## src/rtl/fetch_unit.sv

```systemverilog
// Instruction-fetch stage: owns the PC, handshakes with instruction memory,
// latches the fetched word for the decoder and selects the next PC.
module fetch_unit #(
  parameter int              XLEN     = 32,
  parameter logic [XLEN-1:0] RESET_PC = '0
) (
  input  logic            clk,
  input  logic            reset_n,
  input  logic            pcSrc,
  input  logic [XLEN-1:0] pcTarget,
  input  logic            stall,
  output logic            imemReq,
  output logic [XLEN-1:0] imemAddr,
  input  logic [XLEN-1:0] imemRdata,
  input  logic            imemValid,
  output logic [XLEN-1:0] instr,
  output logic [6:0]      op,
  output logic            instrValid,
  output logic [XLEN-1:0] pc,
  output logic [XLEN-1:0] pcPlus4,
  output logic [31:0]     instret,
  output logic            trap
);

  typedef enum logic [1:0] {IDLE, FETCH, DECODE, ERR} state_e;

  state_e          state_q;
  logic [XLEN-1:0] pc_q;
  logic [XLEN-1:0] instr_q;
  logic            instr_valid_q;
  logic            req_q;
  logic [31:0]     instret_q;
  logic            trap_q;

  logic [XLEN-1:0] pc_plus4_d;
  logic [XLEN-1:0] next_pc_d;
  logic            misaligned_d;

  // pc+4 wraps naturally at the top of the address space.
  always_comb begin
    pc_plus4_d   = pc_q + XLEN'(4);
    next_pc_d    = pcSrc ? pcTarget : pc_plus4_d;
    misaligned_d = |next_pc_d[1:0];
  end

  always_ff @(posedge clk or negedge reset_n) begin
    if (!reset_n) begin
      state_q       <= IDLE;
      pc_q          <= RESET_PC;
      instr_q       <= '0;
      instr_valid_q <= 1'b0;
      req_q         <= 1'b0;
      instret_q     <= '0;
      trap_q        <= 1'b0;
    end else begin
      case (state_q)
        IDLE: begin
          req_q   <= 1'b1;
          state_q <= FETCH;
        end
        FETCH: begin
          if (imemValid) begin
            instr_q       <= imemRdata;
            instr_valid_q <= 1'b1;
            req_q         <= 1'b0;
            state_q       <= DECODE;
          end
        end
        DECODE: begin
          if (!stall) begin
            // A misaligned next PC is fatal: freeze pc/instret and park in ERR.
            if (misaligned_d) begin
              trap_q        <= 1'b1;
              instr_valid_q <= 1'b0;
              req_q         <= 1'b0;
              state_q       <= ERR;
            end else begin
              pc_q          <= next_pc_d;
              instret_q     <= instret_q + 32'd1;
              instr_valid_q <= 1'b0;
              req_q         <= 1'b1;
              state_q       <= FETCH;
            end
          end
        end
        ERR: begin
          trap_q        <= 1'b1;
          instr_valid_q <= 1'b0;
          req_q         <= 1'b0;
        end
        default: begin
          req_q   <= 1'b0;
          state_q <= IDLE;
        end
      endcase
    end
  end

  assign imemReq    = req_q;
  assign imemAddr   = pc_q;
  assign instr      = instr_q;
  assign op         = instr_q[6:0];
  assign instrValid = instr_valid_q;
  assign pc         = pc_q;
  assign pcPlus4    = pc_plus4_d;
  assign instret    = instret_q;
  assign trap       = trap_q;

endmodule

```

## config.mk

```make
export PLATFORM = sky130hd
export DESIGN_NAME = fetch_unit
export DESIGN_NICKNAME = d
export VERILOG_FILES = /design/src/rtl/fetch_unit.sv
export SDC_FILE = /design/constraint.sdc
export NUM_CORES = 1
export LEC_CHECK = 0
export CAP_MARGIN = 20
export CORE_MARGIN = 5
export CORE_UTILIZATION = 47
export DETAILED_ROUTE_END_ITERATION = 16
export PLACE_DENSITY = 0.94
export REMOVE_ABC_BUFFERS = 1
export SLEW_MARGIN = 20
export SYNTH_ARGS = -nofsm -noshare
export SYNTH_HDL_FRONTEND = slang
export SYNTH_SLANG_ARGS = --single-unit
export TNS_END_PERCENT = 5
```

## constraint.sdc

```tcl
create_clock -name clk -period 4.7 [get_ports clk]
set_input_delay 1.175 -clock clk [delete_from_list [all_inputs] [get_ports clk]]
set_output_delay 1.175 -clock clk [all_outputs]
set_load 0.02 [all_outputs]
```

### Word level (Yosys, flattened, before mapping)

Index checks and enable logic that the tools add are counted.

| word-level totals | value |
|---|---|
| flip-flop bits (word level) | 101 |
| input port bits | 69 |
| output and inout bits | 170 |
| word-level logic and storage cells | 43 |

| operators by class | value |
|---|---|
| add/sub/neg operators | 2 |
| equal/unequal tests | 6 |
| multiplexer cells | 15 |
| bitwise operators | 2 |
| reductions and logical operators | 11 |

Operators with widths:

| kind | count |
|---|---|
| adder 32 x 1 -> 32 bit (second input constant) | 1 |
| adder 32 x 3 -> 32 bit (second input constant) | 1 |
| 2-to-1 mux 32 bit | 1 |
| AND reduction 3 bit | 4 |
| 2-to-1 mux 1 bit | 7 |
| 2-to-1 mux 2 bit | 3 |
| != test 2 bit (second input constant) | 3 |
| case mux 2 bit (3 select lines) | 1 |
| nonzero test 3 bit | 2 |
| equality test 2 bit (second input constant) | 2 |
| case mux 1 bit (4 select lines) | 1 |
| AND reduction 2 bit | 2 |
| case mux 1 bit (3 select lines) | 1 |
| equality test 2 x 1 -> 1 bit (second input constant) | 1 |
| logical NOT 2 bit | 1 |
| inverter 1 bit | 2 |
| case mux 1 bit (2 select lines) | 1 |
| nonzero test 2 bit | 1 |
| OR reduction 2 bit | 1 |

### Longest topological paths before layout

| depth | value |
|---|---|
| word-level depth | 6 |
| depth in mapped cells | 9 |
| gate-level depth less buffers | 6 |

### Least setup slack after synthesis

Ideal clock, no wire load.

| timing path | value |
|---|---|
| kind | register to output |
| start | register pc_q[3], in the netlist imemAddr[3] |
| end | output port pcPlus4[22] |
| arrival | 2.110 ns |
| data required time | 3.525 ns |
| setup slack | 1.415 ns |
| cell stages (with the launch flop) | 7 |
| path through | dfrtp_1 > ha_1 > nand3_1 > nor4_4 > buf_4 > nand3_1 > xnor2_1 |

| on the way | value |
|---|---|
| cells in the longest elaborated chain, start to end | 1 |

RTL lines:

| what | RTL line | RTL |
|---|---|---|
| start, declared | 28 | `logic [XLEN-1:0] pc_q;` |
| start signal, assigned | 78 | `pc_q <= next_pc_d;` |
| adder 32 x 3 -> 32 bit | 41 | `pc_plus4_d = pc_q + XLEN'(4);` |
| end, declared | 20 | `output logic [XLEN-1:0] pcPlus4,` |

No other way between the ends.

### Final worst setup path

| timing path | value |
|---|---|
| start | register pc_q[2], in the netlist imemAddr[2] |
| end | output port pcPlus4[30] |

The elaborated chain is that of the path after synthesis.

==> flow_metrics.env <==
export IMPL_finalNonFillerCells=941
export IMPL_hold_path_startpoint="instret[31]"
export IMPL_wirelength_um=16200
export IMPL_r2r_start="state_q[0]"
export IMPL_nets=838
export IMPL_grt_pass1_wl_um=25800
export IMPL_pin_count=239
export IMPL_clk_latency_ns=0.34
export IMPL_final_cell_area_mm2=0.00839
export IMPL_first_pass_iters=4
export IMPL_r2r_end="imemAddr[11]"
export IMPL_critical_path_top_delay_family="simple AND/OR/NAND/NOR gates"
export IMPL_fin_hold_ws_ns=0.472
export IMPL_syn_area_mm2=0.00592
export IMPL_setup_tns_ns=0
export IMPL_grt_pass1_vias=5066
export IMPL_syn_avg_cell_area_um2=10.1
export IMPL_whs_path_depth=1
export IMPL_place_inst=925
export IMPL_cellLeakagePower_nw=3.46
export IMPL_hold_path_class="register to register"
export IMPL_seq_power_share_pct=32.4
export IMPL_start_util_pct=47.5
export IMPL_diodes=0
export IMPL_dieWidth_um=122
export IMPL_synthFlopType="dfrtp_1"
export IMPL_reg2reg_slack_ns=2.33
export IMPL_p_clk_share_pct=17.4
export IMPL_synth_area_leader_cell="dfrtp_1"
export IMPL_rsz0062_at_grt="no"
export IMPL_vdd_ir_drop_max_mv=0.448
export IMPL_synth_seq_cells=101
export IMPL_yosysUniqueCellTypes=54
export IMPL_cts_resized=0
export IMPL_htree_num_levels=3
export IMPL_drc=0
export IMPL_finalSetupViolations=0
export IMPL_grt_ovfl_total=0
export IMPL_vias_per_cell=5.37
export IMPL_path_max_fanout=6
export IMPL_p_int_w=0.00264
export IMPL_die_h_um=122
export IMPL_p_per_area_mw_per_mm2=518
export IMPL_synth_async_reset_ratio_pct=100
export IMPL_whs_endpoint="instret[31]"
export IMPL_cts_clk_slew_worst_paths_ns=0.07
export IMPL_yosysTopAreaCellShare_pct=42.7
export IMPL_critPathSlowestCell="clkdlybuf4s50_1"
export IMPL_ff2ff_path_depth=7
export IMPL_cts_tree="done"
export IMPL_postCtsSetupRepairBufs=0
export IMPL_place_area_mm2=0.00809
export IMPL_cpMostUsedCell="nand3_1"
export IMPL_finalHoldViolCount=0
export IMPL_yosys_warnings=0
export IMPL_crit_arrival_ns=2.96
export IMPL_start_kind="register"
export IMPL_postRouteAntennaNets=0
export IMPL_cts_hold_buf=0
export IMPL_routedWlPerCell_um=17.3
export IMPL_period_needed_ns=4.14
export IMPL_clock_path_buffers=2
export IMPL_outcome="finished clean"
export IMPL_worstMarginPinSlew_ns=0.910
export IMPL_dp_hpwl_um=12100
export IMPL_yosys_top_cells_area="dfrtp_1 (43%), mux2_2 (6.9%), buf_4 (5.7%), xor2_1 (4.6%), xnor2_1 (3.8%)"
export IMPL_power_switching_w=0.00170
export IMPL_cts_sinks=101
export IMPL_maxCapViolCount=0
export IMPL_fin_crit_sh_pct=88.0
export IMPL_cts_root_buf="clkbuf_16"
export IMPL_io_buffers=238
export IMPL_worstPathCellList="ha_1 > nand3_1 > nor4_1 > nand3_1 > xnor2_1 > clkdlybuf4s50_1"
export IMPL_power_w=0.00435
export IMPL_drtIter0Drc=462
export IMPL_area_delta_synth_final_pct=41.8
export IMPL_ys_seq_area_share_pct=42.7
export IMPL_drive_above_1_share_pct=12.0
export IMPL_grt_max_degree=63
export IMPL_slew_viol_final=0
export IMPL_critPathKind="register to output port"
export IMPL_critical_path_required_ns=3.52
export IMPL_cp_num_buf_inv=1
export IMPL_fmax_mhz=242
export IMPL_coreArea_mm2=0.0125
export IMPL_end_kind="output port"
export IMPL_finClkSkew_ns=0.00810
export IMPL_grt_antenna_before_repair=0
export IMPL_grtUsageTotal_pct=21.3
export IMPL_cts_buffers=9
export IMPL_power_frac_comb_pct=50.3
export IMPL_crit_path_max_incr_delay_ns=0.65
export IMPL_swShare_pct=39.2
export IMPL_die_area_mm2=0.0149
export IMPL_synth_edf_count=0
export IMPL_rows=41
export IMPL_relSlewSlack_pct=39.3
export IMPL_synthCells=585
export IMPL_vias=5057
export IMPL_fillers=951
export IMPL_gp_congestion=0.845
[cell usage after synthesis, types with 2 or more instances]
cell type    n
o211ai_1     6
or3_1        4
buf_4       45
mux2i_1     12
nor4_1       8
nor3_1      16
buf_1        9
o21ai_0     16
clkbuf_1    15
a211oi_1     2
a41o_1       3
nand2b_1     3
nor2_1      25
a311o_1      7
a31oi_1      5
nand4_1     17
xnor2_1     26
and3_1       3
nor4_2       7
a22oi_1      7
or2_2        3
a21oi_1      8
ha_1         5
dfrtp_1    101
nor2b_1      2
nor3_2       9
nand3_1     26
and2_1      11
inv_1       22
nand2_1     46
mux2_2      36
and4_1       8
xor2_1      31
o2bb2ai_1    7
o21a_1       5
nor4_4       3
buf_2        8
o22a_1       2
[power by group through the flow]
stage	logic (W)	registers, W	clock network (W)
floorplan	0.000653	0.00181	0
global placement	0.00216	0.00139	0
detailed placement	0.00220	0.00142	0
CTS	0.00221	0.00140	0.000774
global route	0.00231	0.00145	0.000805
finish	0.00218	0.00141	0.000755
[per-layer routing]
metal	routed length [µm]	global-route usage, %	vias up
li1	-	-	2395
met5	0	0	-
met3	1090	3.95	26
met1	6620	26.8	2459
met2	8190	36.8	177
met4	334	7.28	0
[worst max path at each step]
stage	from	endpoint	slack [ns]	cells past startpoint
floorplan	imemAddr[4]	pcPlus4[23]	1.05	4
finish	imemAddr[2]	pcPlus4[30]	0.56	6
global placement	imemAddr[16]	pcPlus4[25]	1.09	5
global route	imemAddr[2]	pcPlus4[30]	0.45	6
detailed placement	imemAddr[2]	pcPlus4[30]	1.02	6
CTS	imemAddr[16]	pcPlus4[25]	0.63	5
[through the flow]
step	util (%)	worst slack, ns
finish	67.3	0.562
global route	67.3	0.449
CTS	67.3	0.626
detailed placement	64.9	1.02
global placement	64.9	1.09
floorplan	-	1.05
[placed cells by master, fill, tap and decap left out, types with 9 or more instances in the layout]
cell             count
clkdlybuf4s50_1    236
dfrtp_1            101
nand2_1             46
mux2_2              36
xor2_1              31
nand3_1             26
xnor2_1             26
nor2_1              25
inv_1               22
nand4_1             17
nor3_1              16
o21ai_0             16
mux2i_1             12
and2_1              11
buf_4               11
nor3_2               9
clkbuf_16            9
[kinds of logic (layout without fill, tap and decap cells)]
| logic type | count (synthesis) | in the layout | synth area share, % |
|---|---|---|---|
| adder cells (fa/ha/maj) | 5 | 5 | 1.06 |
| flip-flops | 101 | 101 | 42.7 |
| multiplexers | 48 | 48 | 8.88 |
| XOR/XNOR | 57 | 57 | 8.44 |
| AO/OA/AOI/OAI | 76 | 76 | 9.45 |
| AND/OR/NAND/NOR | 196 | 196 | 19.6 |
| buffers and inverters | 102 | 286 | 9.83 |
[cell type report]
| cell class | instances | area (µm²) | share of cell area (%) |
|---|---|---|---|
| inverters | 22 | 82.6 | 0.985 |
| repair buffers | 248 | 2450 | 29.2 |
| flip-flops and latches | 101 | 2530 | 30.1 |
| multi-input cells | 382 | 2810 | 33.5 |
| well taps | 172 | 215 | 2.57 |
| clock inverters | 6 | 72.6 | 0.865 |
| clock buffers | 10 | 229 | 2.73 |
[worst reg2reg max path, delay by kind of cell, from the launching register on]
kind	cells	cell delay (ns)
AOI/OAI and AO/OA	3	0.93
adders and majority gates	1	0.29
DFF	1	0.40
and+or+nand+nor	1	0.23
buffers and inverters	2	0.37
[flip-flops by register name (all words and copies together), names as in the netlist]
register / cells
trap: 1
state_q: 2
imemAddr: 32
instret: 32
instr: 32
instrValid: 1
imemReq: 1
No activity file was read; power rests on OpenSTA's default activity.
